==> src/rtl/data_sram_responder_pkg.sv <==
// rtl/data_sram_responder_pkg.sv - shared size encodings, defaults and alignment helper for the data SRAM responder
package data_sram_responder_pkg;

    localparam int DSR_RESP_LAT_DEF = 1;
    localparam int DSR_MAX_OUT_DEF  = 2;
    localparam int DSR_RESP_W       = 32;
    // Wide enough to hold the largest legal outstanding count (7)
    localparam int DSR_CNT_W        = 3;

    typedef enum logic [1:0] {
        SIZE_BYTE = 2'b00,
        SIZE_HALF = 2'b01,
        SIZE_WORD = 2'b10,
        SIZE_RSVD = 2'b11
    } dsr_size_e;

    // Reserved size 11 is reported as misaligned so it never touches the RAM
    function automatic logic dsr_misaligned(input logic [1:0] size, input logic [1:0] lsb);
        logic mis;
        mis = 1'b1;
        case (dsr_size_e'(size))
            SIZE_BYTE: mis = 1'b0;
            SIZE_HALF: mis = lsb[0];
            SIZE_WORD: mis = (lsb != 2'b00);
            default:   mis = 1'b1;
        endcase
        return mis;
    endfunction

endpackage

==> src/rtl/data_sram_responder_resp_pipe.sv <==
// rtl/data_sram_responder_resp_pipe.sv - RESP_LAT-deep response tracking pipeline (dsr_resp_pipe)
module dsr_resp_pipe
    import data_sram_responder_pkg::*;
#(
    parameter int RESP_LAT = DSR_RESP_LAT_DEF
) (
    input  logic                  clk,
    input  logic                  resetn,
    input  logic                  in_valid,
    input  logic                  in_wr,
    input  logic                  in_err,
    input  logic [DSR_RESP_W-1:0] ram_rdata,
    output logic                  out_valid,
    output logic [DSR_RESP_W-1:0] out_rdata,
    output logic                  out_err
);

    // Stage i holds the request accepted i+1 cycles ago
    logic [RESP_LAT-1:0]   v_q;
    logic [RESP_LAT-1:0]   wr_q;
    logic [RESP_LAT-1:0]   err_q;
    logic [DSR_RESP_W-1:0] word;

    // Shift the {valid, wr, err} tags one stage per cycle; reset drops everything in flight
    always_ff @(posedge clk or negedge resetn) begin
        if (!resetn) begin
            v_q   <= '0;
            wr_q  <= '0;
            err_q <= '0;
        end else begin
            v_q[0]   <= in_valid;
            wr_q[0]  <= in_wr;
            err_q[0] <= in_err;
            for (int i = 1; i < RESP_LAT; i++) begin
                v_q[i]   <= v_q[i-1];
                wr_q[i]  <= wr_q[i-1];
                err_q[i] <= err_q[i-1];
            end
        end
    end

    generate
        if (RESP_LAT == 1) begin : g_direct
            // Read data arrives in the same cycle the response is due
            assign word = ram_rdata;
        end else begin : g_carry
            logic [DSR_RESP_W-1:0] d_q [RESP_LAT-1];

            // Capture SRAM data one cycle after the access and carry it alongside its tag
            always_ff @(posedge clk) begin
                d_q[0] <= ram_rdata;
                for (int i = 1; i < RESP_LAT - 1; i++) begin
                    d_q[i] <= d_q[i-1];
                end
            end

            assign word = d_q[RESP_LAT-2];
        end
    endgenerate

    assign out_valid = v_q[RESP_LAT-1];
    assign out_err   = v_q[RESP_LAT-1] & err_q[RESP_LAT-1];
    // Stores and misaligned accesses return zero; idle cycles return zero
    assign out_rdata = (v_q[RESP_LAT-1] && !wr_q[RESP_LAT-1] && !err_q[RESP_LAT-1]) ? word : '0;

endmodule

==> src/rtl/data_sram_responder.sv <==
// rtl/data_sram_responder.sv - data SRAM request/response bridge; optional DSR_STALL_INJECT_EN adds LFSR stalls
module data_sram_responder
    import data_sram_responder_pkg::*;
#(
    parameter int RESP_LAT = DSR_RESP_LAT_DEF,
    parameter int MAX_OUT  = DSR_MAX_OUT_DEF
) (
    input  logic                  clk,
    input  logic                  resetn,
    input  logic                  data_sram_req,
    input  logic                  data_sram_wr,
    input  logic [1:0]            data_sram_size,
    input  logic [31:0]           data_sram_addr,
    input  logic [3:0]            data_sram_wstrb,
    input  logic [31:0]           data_sram_wdata,
    output logic                  data_sram_addr_ok,
    output logic                  data_sram_data_ok,
    output logic [DSR_RESP_W-1:0] data_sram_rdata,
    output logic                  data_sram_err,
    output logic                  ram_en,
    output logic [3:0]            ram_we,
    output logic [29:0]           ram_addr,
    output logic [31:0]           ram_wdata,
    input  logic [31:0]           ram_rdata
);

    logic [DSR_CNT_W-1:0] outstanding;
    logic                 handshake;
    logic                 misaligned;
    logic                 stall;

`ifdef DSR_STALL_INJECT_EN
    logic [3:0] lfsr;

    // x^4+x^3+1 LFSR, free-running, used to inject pseudo-random accept stalls
    always_ff @(posedge clk or negedge resetn) begin
        if (!resetn) begin
            lfsr <= 4'b1001;
        end else begin
            lfsr <= {lfsr[2:0], lfsr[3] ^ lfsr[2]};
        end
    end

    assign stall = lfsr[0];
`else
    assign stall = 1'b0;
`endif

    // Accept depends only on the registered count, never on a same-cycle response
    assign data_sram_addr_ok = resetn && data_sram_req && !stall
                             && (outstanding < DSR_CNT_W'(MAX_OUT));
    assign handshake  = data_sram_req && data_sram_addr_ok;
    assign misaligned = dsr_misaligned(data_sram_size, data_sram_addr[1:0]);

    assign ram_en    = handshake;
    assign ram_we    = (handshake && data_sram_wr && !misaligned) ? data_sram_wstrb : 4'b0000;
    assign ram_addr  = data_sram_addr[31:2];
    assign ram_wdata = data_sram_wdata;

    // Count accepted-but-unanswered requests; simultaneous accept and answer cancel
    always_ff @(posedge clk or negedge resetn) begin
        if (!resetn) begin
            outstanding <= '0;
        end else begin
            case ({handshake, data_sram_data_ok})
                2'b10:   outstanding <= outstanding + DSR_CNT_W'(1);
                2'b01:   outstanding <= outstanding - DSR_CNT_W'(1);
                default: outstanding <= outstanding;
            endcase
        end
    end

    dsr_resp_pipe #(
        .RESP_LAT (RESP_LAT)
    ) u_resp_pipe (
        .clk       (clk),
        .resetn    (resetn),
        .in_valid  (handshake),
        .in_wr     (data_sram_wr),
        .in_err    (misaligned),
        .ram_rdata (ram_rdata),
        .out_valid (data_sram_data_ok),
        .out_rdata (data_sram_rdata),
        .out_err   (data_sram_err)
    );

endmodule

==> config.mk <==
export PLATFORM = sky130hd
export DESIGN_NAME = data_sram_responder
export DESIGN_NICKNAME = d
export VERILOG_FILES = /design/src/rtl/data_sram_responder_pkg.sv /design/src/rtl/data_sram_responder_resp_pipe.sv /design/src/rtl/data_sram_responder.sv
export SDC_FILE = /design/constraint.sdc
export NUM_CORES = 1
export LEC_CHECK = 0
export CAP_MARGIN = 20
export CELL_PAD_IN_SITES_DETAIL_PLACEMENT = 1
export CELL_PAD_IN_SITES_GLOBAL_PLACEMENT = 1
export CORE_AREA = 3 3 101 103
export CTS_BUF_LIST = sky130_fd_sc_hd__clkbuf_8
export DETAILED_ROUTE_END_ITERATION = 8
export DIE_AREA = 0 0 104 106
export PLACE_DENSITY = 0.89
export SETUP_SLACK_MARGIN = 0.02
export SLEW_MARGIN = 5
export SYNTH_ARGS = -nofsm -noshare
export SYNTH_HDL_FRONTEND = slang
export SYNTH_SLANG_ARGS = --single-unit
export TNS_END_PERCENT = 100
==> constraint.sdc <==
create_clock -name clk -period 3.6 [get_ports clk]
set_input_delay 0.54 -clock clk [delete_from_list [all_inputs] [get_ports clk]]
set_output_delay 0.54 -clock clk [all_outputs]
set_load 0.005 [all_outputs]
==> impl.org, run 1 <==
** Logic synthesis
- Post-synthesis sequential area ratio :: 0.146
- The cell count after synthesis came out at 130.
- By area the synthesized netlist is led by sky130_fd_sc_hd__buf_4 45%, sky130_fd_sc_hd__and2_1 20%, sky130_fd_sc_hd__dfrtp_1 15%, sky130_fd_sc_hd__and4bb_2 2.4%, sky130_fd_sc_hd__ha_1 2.4%.
- Synthesized net count :: 238
- Area share of fa/ha/maj cells after synthesis :: 0.0243
- Synth Area in XOR/XNOR :: 0.0255
- Dominant combinational cell family by area after synthesis :: buffers and inverters
- Post-synthesis compound-gate area fraction :: 0.0219
- Distinct cell type count after synthesis :: 17
- Synthesized area :: 0.00103 mm2
- Of the total synthesized cell area, the portion taken by AND, OR, NAND and NOR gates is 0.276.
- Synthesized area divided by synthesized cell count :: 7.91 um2
- Share of the synthesized area in the top cell type :: 0.453
- Number of warnings issued by yosys :: 0
- In this run, synthesis produced a sequential element count of 6.
- Library cell with the largest summed area after synthesis :: sky130_fd_sc_hd__buf_4
- Share of cell area taken by muxes after synthesis :: 0.0207

** Critical path
- The worst setup path is launched from an input pin.
- For this run, the slowest stage of the critical path takes 0.64 ns.
- Data arrival time of the critical path :: 2.29 ns
- Maximum fanout along the worst path :: 8
- The worst setup path is captured at an output pin.
- Crit Path Class :: input pin to output pin
- Together, buffers and inverters on the worst path number 2.
- CP Data Required Time :: 3.06 ns
- Cell type of the slowest stage on the worst timing path :: sky130_fd_sc_hd__clkdlybuf4s50_1
- The critical path goes through clkdlybuf4s50_1 -> and4bb_2 -> o211ai_2 -> nor2_1 -> clkdlybuf4s50_1.
- Critical path's top delay family :: buffers and inverters
- Critical path's most frequent cell :: sky130_fd_sc_hd__clkdlybuf4s50_1

** Clock network
- CTS Root Cell :: sky130_fd_sc_hd__clkbuf_8
- CTS hold repair buffers :: 0
- Maximum root-to-sink buffer count :: 2
- Gates resized during post-CTS repair numbered 0.
- TritonCTS created 3 clock buffers.
- Clock-pin transition on the worst setup and hold timing paths :: 0.03 ns
- In this run the post-CTS setup repair buffer count came out at 0.
- Total number of H-tree levels :: 1
- Counting every sink on the clock net gives 6.
- TritonCTS built the clock tree.
- The clock reaches the later pin of the worst-skew pair after 0.22 ns.

** Cells and area
- Number of nets in the layout :: 261
- Once layout is complete, the utilization of the core stands at 0.170.
- # diodes :: 0
- With fillers left out, the area of the finished cells amounts to 0.00158 mm2.
- Of the cells placed in the final design, the portion with a size suffix greater than 1 is 0.0530.
- Compared with the post-synthesis result, the final layout area differs by 53.8%.
- For this run, the number of standard cells in the final layout without fillers is 280.

** Timing
- Share of the cycle needed by the critical path after routing :: 0.787
- Worst-case clock skew :: 0.000269 ns
- Measured against its own limit, the worst slew margin works out to 0.452.
- The count of final hold-check violations is 0.
- Setup slack closes at 0.768 ns.
- At the pin with the least slew margin, the transition time is 0.821 ns.
- Setup repair after global routing left no endpoint under its margin.
- Final critical delay including setup and external delays :: 2.83 ns
- Setup violations remaining at the end of the flow were counted as 0.
- The number of slew-limit violations in the final report came to 0.
- After routing, the total negative slack on setup checks comes to 0 ns.
- Highest clock frequency the design can meet :: 353 MHz

** Run status
- Status :: finished clean

** Routing
- After detailed routing, no signal wire sits above met4.
- For this block, the initial DRC count from the detailed router was 7.
- Via-per-instance ratio :: 3.05
- In the final routed layout, each cell accounts on average for 10.2 um.
- Number of remaining DRC errors :: 0
- In this run the remaining antenna-violating nets after routing total 0.
- Length of the first detailed-routing pass in iterations :: 2
- Total wire length after detailed routing :: 2850 um
- Met2 WL post-DR :: 1410 um
- In the detailed route, the total length drawn on met3 is 514 um.
- Across all layers, the routed design uses 855 vias.
- Post-route met1 wirelength :: 916 um

** Floorplanning
- Full die area :: 0.0110 mm2
- The region available for standard cell placement spans 0.00928 mm2.
- Count of boundary I/O pins :: 208
- Row cnt :: 35
- The initial utilization of the core area, before any placement, comes to 0.111.
- Floorplan die width :: 104 um
- Die Ht :: 106 um

** Placed design
- Input and output buffers added on the ports amount to 83.
- At the end of routability-driven placement, the weighted congestion stood at 0.671.
- Pre-CTS setup slack :: 0.719 ns
- In this run the cell area measured after placement is 0.00154 mm2.
- Final HPWL DP :: 2550 um
- In this run, placement finished with an instance count of 277.

** Global routing
- The via count of the first global-routing pass is 887.
- Total overflow reported by the global router :: 0
- Global-route wire length before repair :: 4170 um
- Entering global routing, the biggest net connects 33 pins.
- Initial antenna violation count :: 0
- For this run, the total global-route usage over all layers was measured as 0.0468.

** Pwr
- In this run the power density over the cells is 236 mW/mm2.
- Max IR drop VDD :: 95.1 uV
- Summed over all cells, the static leakage comes to 0.594 nW.

** Min path
- Worst hold-check path type :: register to register

** Run
- Max-cap violations in this run came to 0.
-- where the power goes --
part / internal [mW] / switching (mW)
Sequential: 0.0895 / 0.0204
Combinational: 0.114 / 0.0513
Clock: 0.0716 / 0.0260
-- synth_stat cells --
library cell	count
sky130_fd_sc_hd__buf_4	62
sky130_fd_sc_hd__and2_1	33
sky130_fd_sc_hd__dfrtp_1	6
sky130_fd_sc_hd__nor2_1	6
sky130_fd_sc_hd__inv_1	5
sky130_fd_sc_hd__clkbuf_2	3
sky130_fd_sc_hd__a21oi_1	2
sky130_fd_sc_hd__and4bb_2	2
sky130_fd_sc_hd__ha_1	2
sky130_fd_sc_hd__xnor2_1	2
sky130_fd_sc_hd__mux2_2	1
sky130_fd_sc_hd__mux2i_1	1
sky130_fd_sc_hd__nor2b_1	1
sky130_fd_sc_hd__nor3_1	1
sky130_fd_sc_hd__nor3b_4	1
sky130_fd_sc_hd__o211ai_2	1
sky130_fd_sc_hd__xor2_1	1
-- sequential cells by signal (all words and copies together) (netlist names) --
register	flops
u_resp_pipe.out_valid	1
u_resp_pipe.err_q	1
outstanding	3
u_resp_pipe.wr_q	1
-- cell type report --
| type | instances | area, um2 |
|---|---|---|
| Inverter | 5 | 18.8 |
| Timing Repair Buffer | 83 | 831 |
| Fill cell | 1099 | 7700 |
| Clock buffer | 3 | 41.3 |
| Sequential cell | 6 | 150 |
| Tap cell | 129 | 161 |
| Multi-Input combinational cell | 54 | 379 |
-- through the flow --
| step | power [mW] | hold WS (ns) |
|---|---|---|
| 3_3_place_gp | 0.272 | 0.470 |
| 4_1_cts | 0.383 | 0.490 |
| 6_report | 0.373 | 0.485 |
| 2_1_floorplan | 0.240 | 0.244 |
| 3_5_place_dp | 0.281 | 0.482 |
| 5_1_grt | 0.403 | 0.500 |
-- kinds of logic (layout without fill, tap and decap cells) --
group	after synthesis	in the layout
flip-flops	6	6
XOR/XNOR	3	3
buffers and inverters	70	91
multiplexers	2	2
adder cells (fa/ha/maj)	2	2
AO/OA/AOI/OAI	3	3
AND/OR/NAND/NOR	44	44
-- per-layer routing --
metal  GRT usage  up-vias
li1            -      376
met1      0.0352      381
met2      0.0859       96
met3      0.0401        2
met4      0.0171        0
met5           0        -
-- path summary, 6_finish.rpt --
kind                                               to  depth (start not counted)  slack [ns]                       start
setup / recovery                            ram_we[0]                          5        0.77                      resetn
hold / removal             outstanding[0]$_DFFE_PN0P_                          1        0.48  outstanding[0]$_DFFE_PN0P_
setup reg to reg           outstanding[2]$_DFFE_PN0P_                          8        1.60  outstanding[1]$_DFFE_PN0P_
hold reg to reg            outstanding[0]$_DFFE_PN0P_                          1        0.48  outstanding[0]$_DFFE_PN0P_
max in group asynchronous  outstanding[2]$_DFFE_PN0P_                          1        2.80                      resetn
min in group asynchronous  outstanding[0]$_DFFE_PN0P_                          1        0.57                      resetn
-- placed cells by master (no fill, tap or decap), drive strengths merged, types with 2 or more instances in the layout --
master and n:
clkbuf 3, dfrtp 6, clkdlybuf4s50 83, xnor2 2, inv 5, ha 2
and2 33, a21oi 2, nor2 6, and4bb 2
No activity file was read; power rests on OpenSTA's default activity.
==> run 2, diff against run 1 <==
CORE_AREA = 3 3 106 108   (was 3 3 101 103)
DIE_AREA = 0 0 109 111   (was 0 0 104 106)
PLACE_DENSITY = 0.82   (was 0.89)
clock period = 2.64 ns   (was 3.6 ns; I/O delays follow)
==> impl.org, run 2 (synthesis gave the netlist of run 1 again) <==
** Cells and area
- Area added between synthesis and finish :: 56.1%
- Number of nets in the layout :: 263
- Cell Count, Final, Fillers Out :: 289
- Layout cells sized above 1 :: 0.0654
- The register with the most flip-flops in the final layout is outstanding.
- Commonest non-fill, non-tap cells in the layout :: 83 x sky130_fd_sc_hd__clkdlybuf4s50_1, 33 x sky130_fd_sc_hd__and2_1, 6 x sky130_fd_sc_hd__nor2_1, 6 x sky130_fd_sc_hd__dfrtp_1, 5 x sky130_fd_sc_hd__inv_1
- # diodes :: 0
- Leaving out fill and tap cells, the most frequent cell in the layout is sky130_fd_sc_hd__clkdlybuf4s50_1.
- Final-layout fill cell count :: 1232
- The register with the most flip-flops in the layout has 3 of them.
- After routing the design area is 0.00161 mm2.

** Routing
- Via-per-instance ratio :: 2.90
- After detailed routing, no signal wire sits above met4.
- Number of remaining DRC errors :: 0
- Iteration-0 DRC Markers :: 17
- The detail route stage leaves a number of antenna-violating nets equal to 0.
- Detailed routing inserted a total of 839 vias.
- Met2 WL post-DR :: 1400 um
- The detailed router put a total of 975 um of wire on met1.
- In the final routed layout, each cell accounts on average for 10.9 um.
- Length of the first detailed-routing pass in iterations :: 3
- Total wire length after detailed routing :: 3150 um
- Metal3 WL :: 721 um

** Run status
- Status :: finished clean

** Critical path
- Crit start category :: input pin
- Maximum fanout along the worst path :: 4
- The setup path with the least slack is of type input pin to output pin.
- The worst register-to-register path begins at outstanding[1]$_DFFE_PN0P_.
- STA puts the critical path data required time at 2.24 ns.
- At the worst endpoint, the arrival time is 1.94 ns.
- The worst setup path is captured at an output pin.
- The most critical setup path has its startpoint at resetn.

** Clock network
- Number of clock sinks :: 6
- TritonCTS built the clock tree.
- Total number of H-tree levels :: 1
- In this run, post-CTS hold repair placed 0 buffers.
- The tree is rooted in a sky130_fd_sc_hd__clkbuf_8.
- Count of cells resized by post-cts repair :: 0
- Clock tree synthesis inserted a total of 3 buffers.
- After clock tree synthesis, the clock-pin slew on the worst setup and hold paths is 0.04 ns.
- Clock Latency Late Sink :: 0.22 ns
- Counting along the longest clock path gives a buffer depth of 2.
- Post-CTS Repair Setup Buffers :: 0

** Global routing
- Pin count of the biggest net entering global routing :: 33
- Initial antenna violation count :: 0
- The first global-routing pass estimated 4490 um of wire.
- The via count of the first global-routing pass was 911.
- Total overflow reported by the global router :: 0
- In the global route stage, overall resource usage came out at 0.0466.

** Pwr
- Max IR drop VDD :: 240 uV
- Summed over all cells, the static leakage comes to 0.604 nW.
- Power spread over the standard cell area amounts to 324 mW/mm2.
- Overall power :: 0.520 mW

** Timing
- The clock arrives with 0.0000808 ns of skew.
- Share of the cycle needed by the critical path after routing :: 0.886
- Static timing analysis puts the maximum clock frequency at 427 MHz.
- Sum of negative setup slack :: 0 ns
- At the pin with the least slew margin, the transition time is 0.287 ns.
- The number of slew-limit violations in the final report was 0.
- Final critical delay including setup and external delays :: 2.34 ns
- Setup violations remaining at the end of the flow were counted as 0.
- The count of final hold-check violations was 0.
- The worst path meets setup with 0.300 ns of slack.
- Max-slew headroom at the worst pin :: 0.807
- Unrepaired setup endpoints after global routing :: no

** Run
- Across the run, the number of max-cap violations was 0.

** Floorplanning
- Full die area :: 0.0121 mm2
- Die Ht :: 111 um
- Row cnt :: 37
- For this design the top-level I/O count stands at 208.
- Initial standard-cell utilization of the core :: 0.0996
- The core region is 0.0103 mm2.
- Floorplan die width :: 109 um

** Placed design
- Timing analysis after detailed placement gives a worst setup slack of 0.263 ns.
- Placed instance area :: 0.00156 mm2
- Count of input and output buffers :: 83
- In this run, placement finished with an instance count of 286.
- Final HPWL DP :: 2760 um
- Routability-driven placement finished with a final weighted congestion of 0.637.

** Min path
- Worst hold-check path type :: input pin to asynchronous set/reset pin
==> run 2: cell types whose count changed in the layout (fill, tap and decap cells not counted), sizes merged <==
| cell | previous run | this run |
|---|---|---|
| buf | 0 | 2 |
==> run 2: worst max-delay path: stages <==
cell and delay, ns:
sky130_fd_sc_hd__clkdlybuf4s50_1 0.48, sky130_fd_sc_hd__and4bb_2 0.28, sky130_fd_sc_hd__o211ai_2 0.14, sky130_fd_sc_hd__nor2_1 0.13
sky130_fd_sc_hd__clkdlybuf4s50_1 0.52
==> run 2: per-layer routing <==
metal,GRT usage,up-vias
li1,-,380
met1,0.0384,346
met2,0.0745,107
met3,0.0437,6
met4,0.0219,0
met5,0,-
==> run 2: layout make-up <==
class	instances	area, um2	area share
Clock buffer	3	41.3	0.0257
Timing Repair Buffer	85	846	0.527
Tap cell	136	170	0.106
Inverter	5	18.8	0.0117
Sequential cell	6	150	0.0935
Multi-Input combinational cell	54	379	0.236
==> run 2: where the power goes <==
part	total, mW	switching [mW]	internal, mW
Combinational	0.229	0.0705	0.159
Sequential	0.153	0.0306	0.122
Clock	0.138	0.0401	0.0980
==> run 2: worst paths after layout <==
| check | endpoint | slack (ns) | depth (start not counted) |
|---|---|---|---|
| worst max-delay path | ram_we[1] | 0.30 | 5 |
| worst min-delay path | outstanding[1]$_DFFE_PN0P_ | 0.48 | 2 |
| worst max register to register | outstanding[2]$_DFFE_PN0P_ | 0.67 | 8 |
| worst min register to register | outstanding[0]$_DFFE_PN0P_ | 0.50 | 1 |
| max in group asynchronous | u_resp_pipe.out_valid$_DFF_PN0_ | 2.04 | 2 |
| min in group clk | outstanding[0]$_DFFE_PN0P_ | 0.50 | 1 |
==> run 2: stage by stage <==
| step | utilization | hold WS, ns |
|---|---|---|
| global route | 0.155 | 0.505 |
| floorplan | - | 0.100 |
| detailed placement | 0.151 | 0.489 |
| finish | 0.155 | 0.485 |
| global placement | 0.151 | 0.468 |
| CTS | 0.155 | 0.483 |
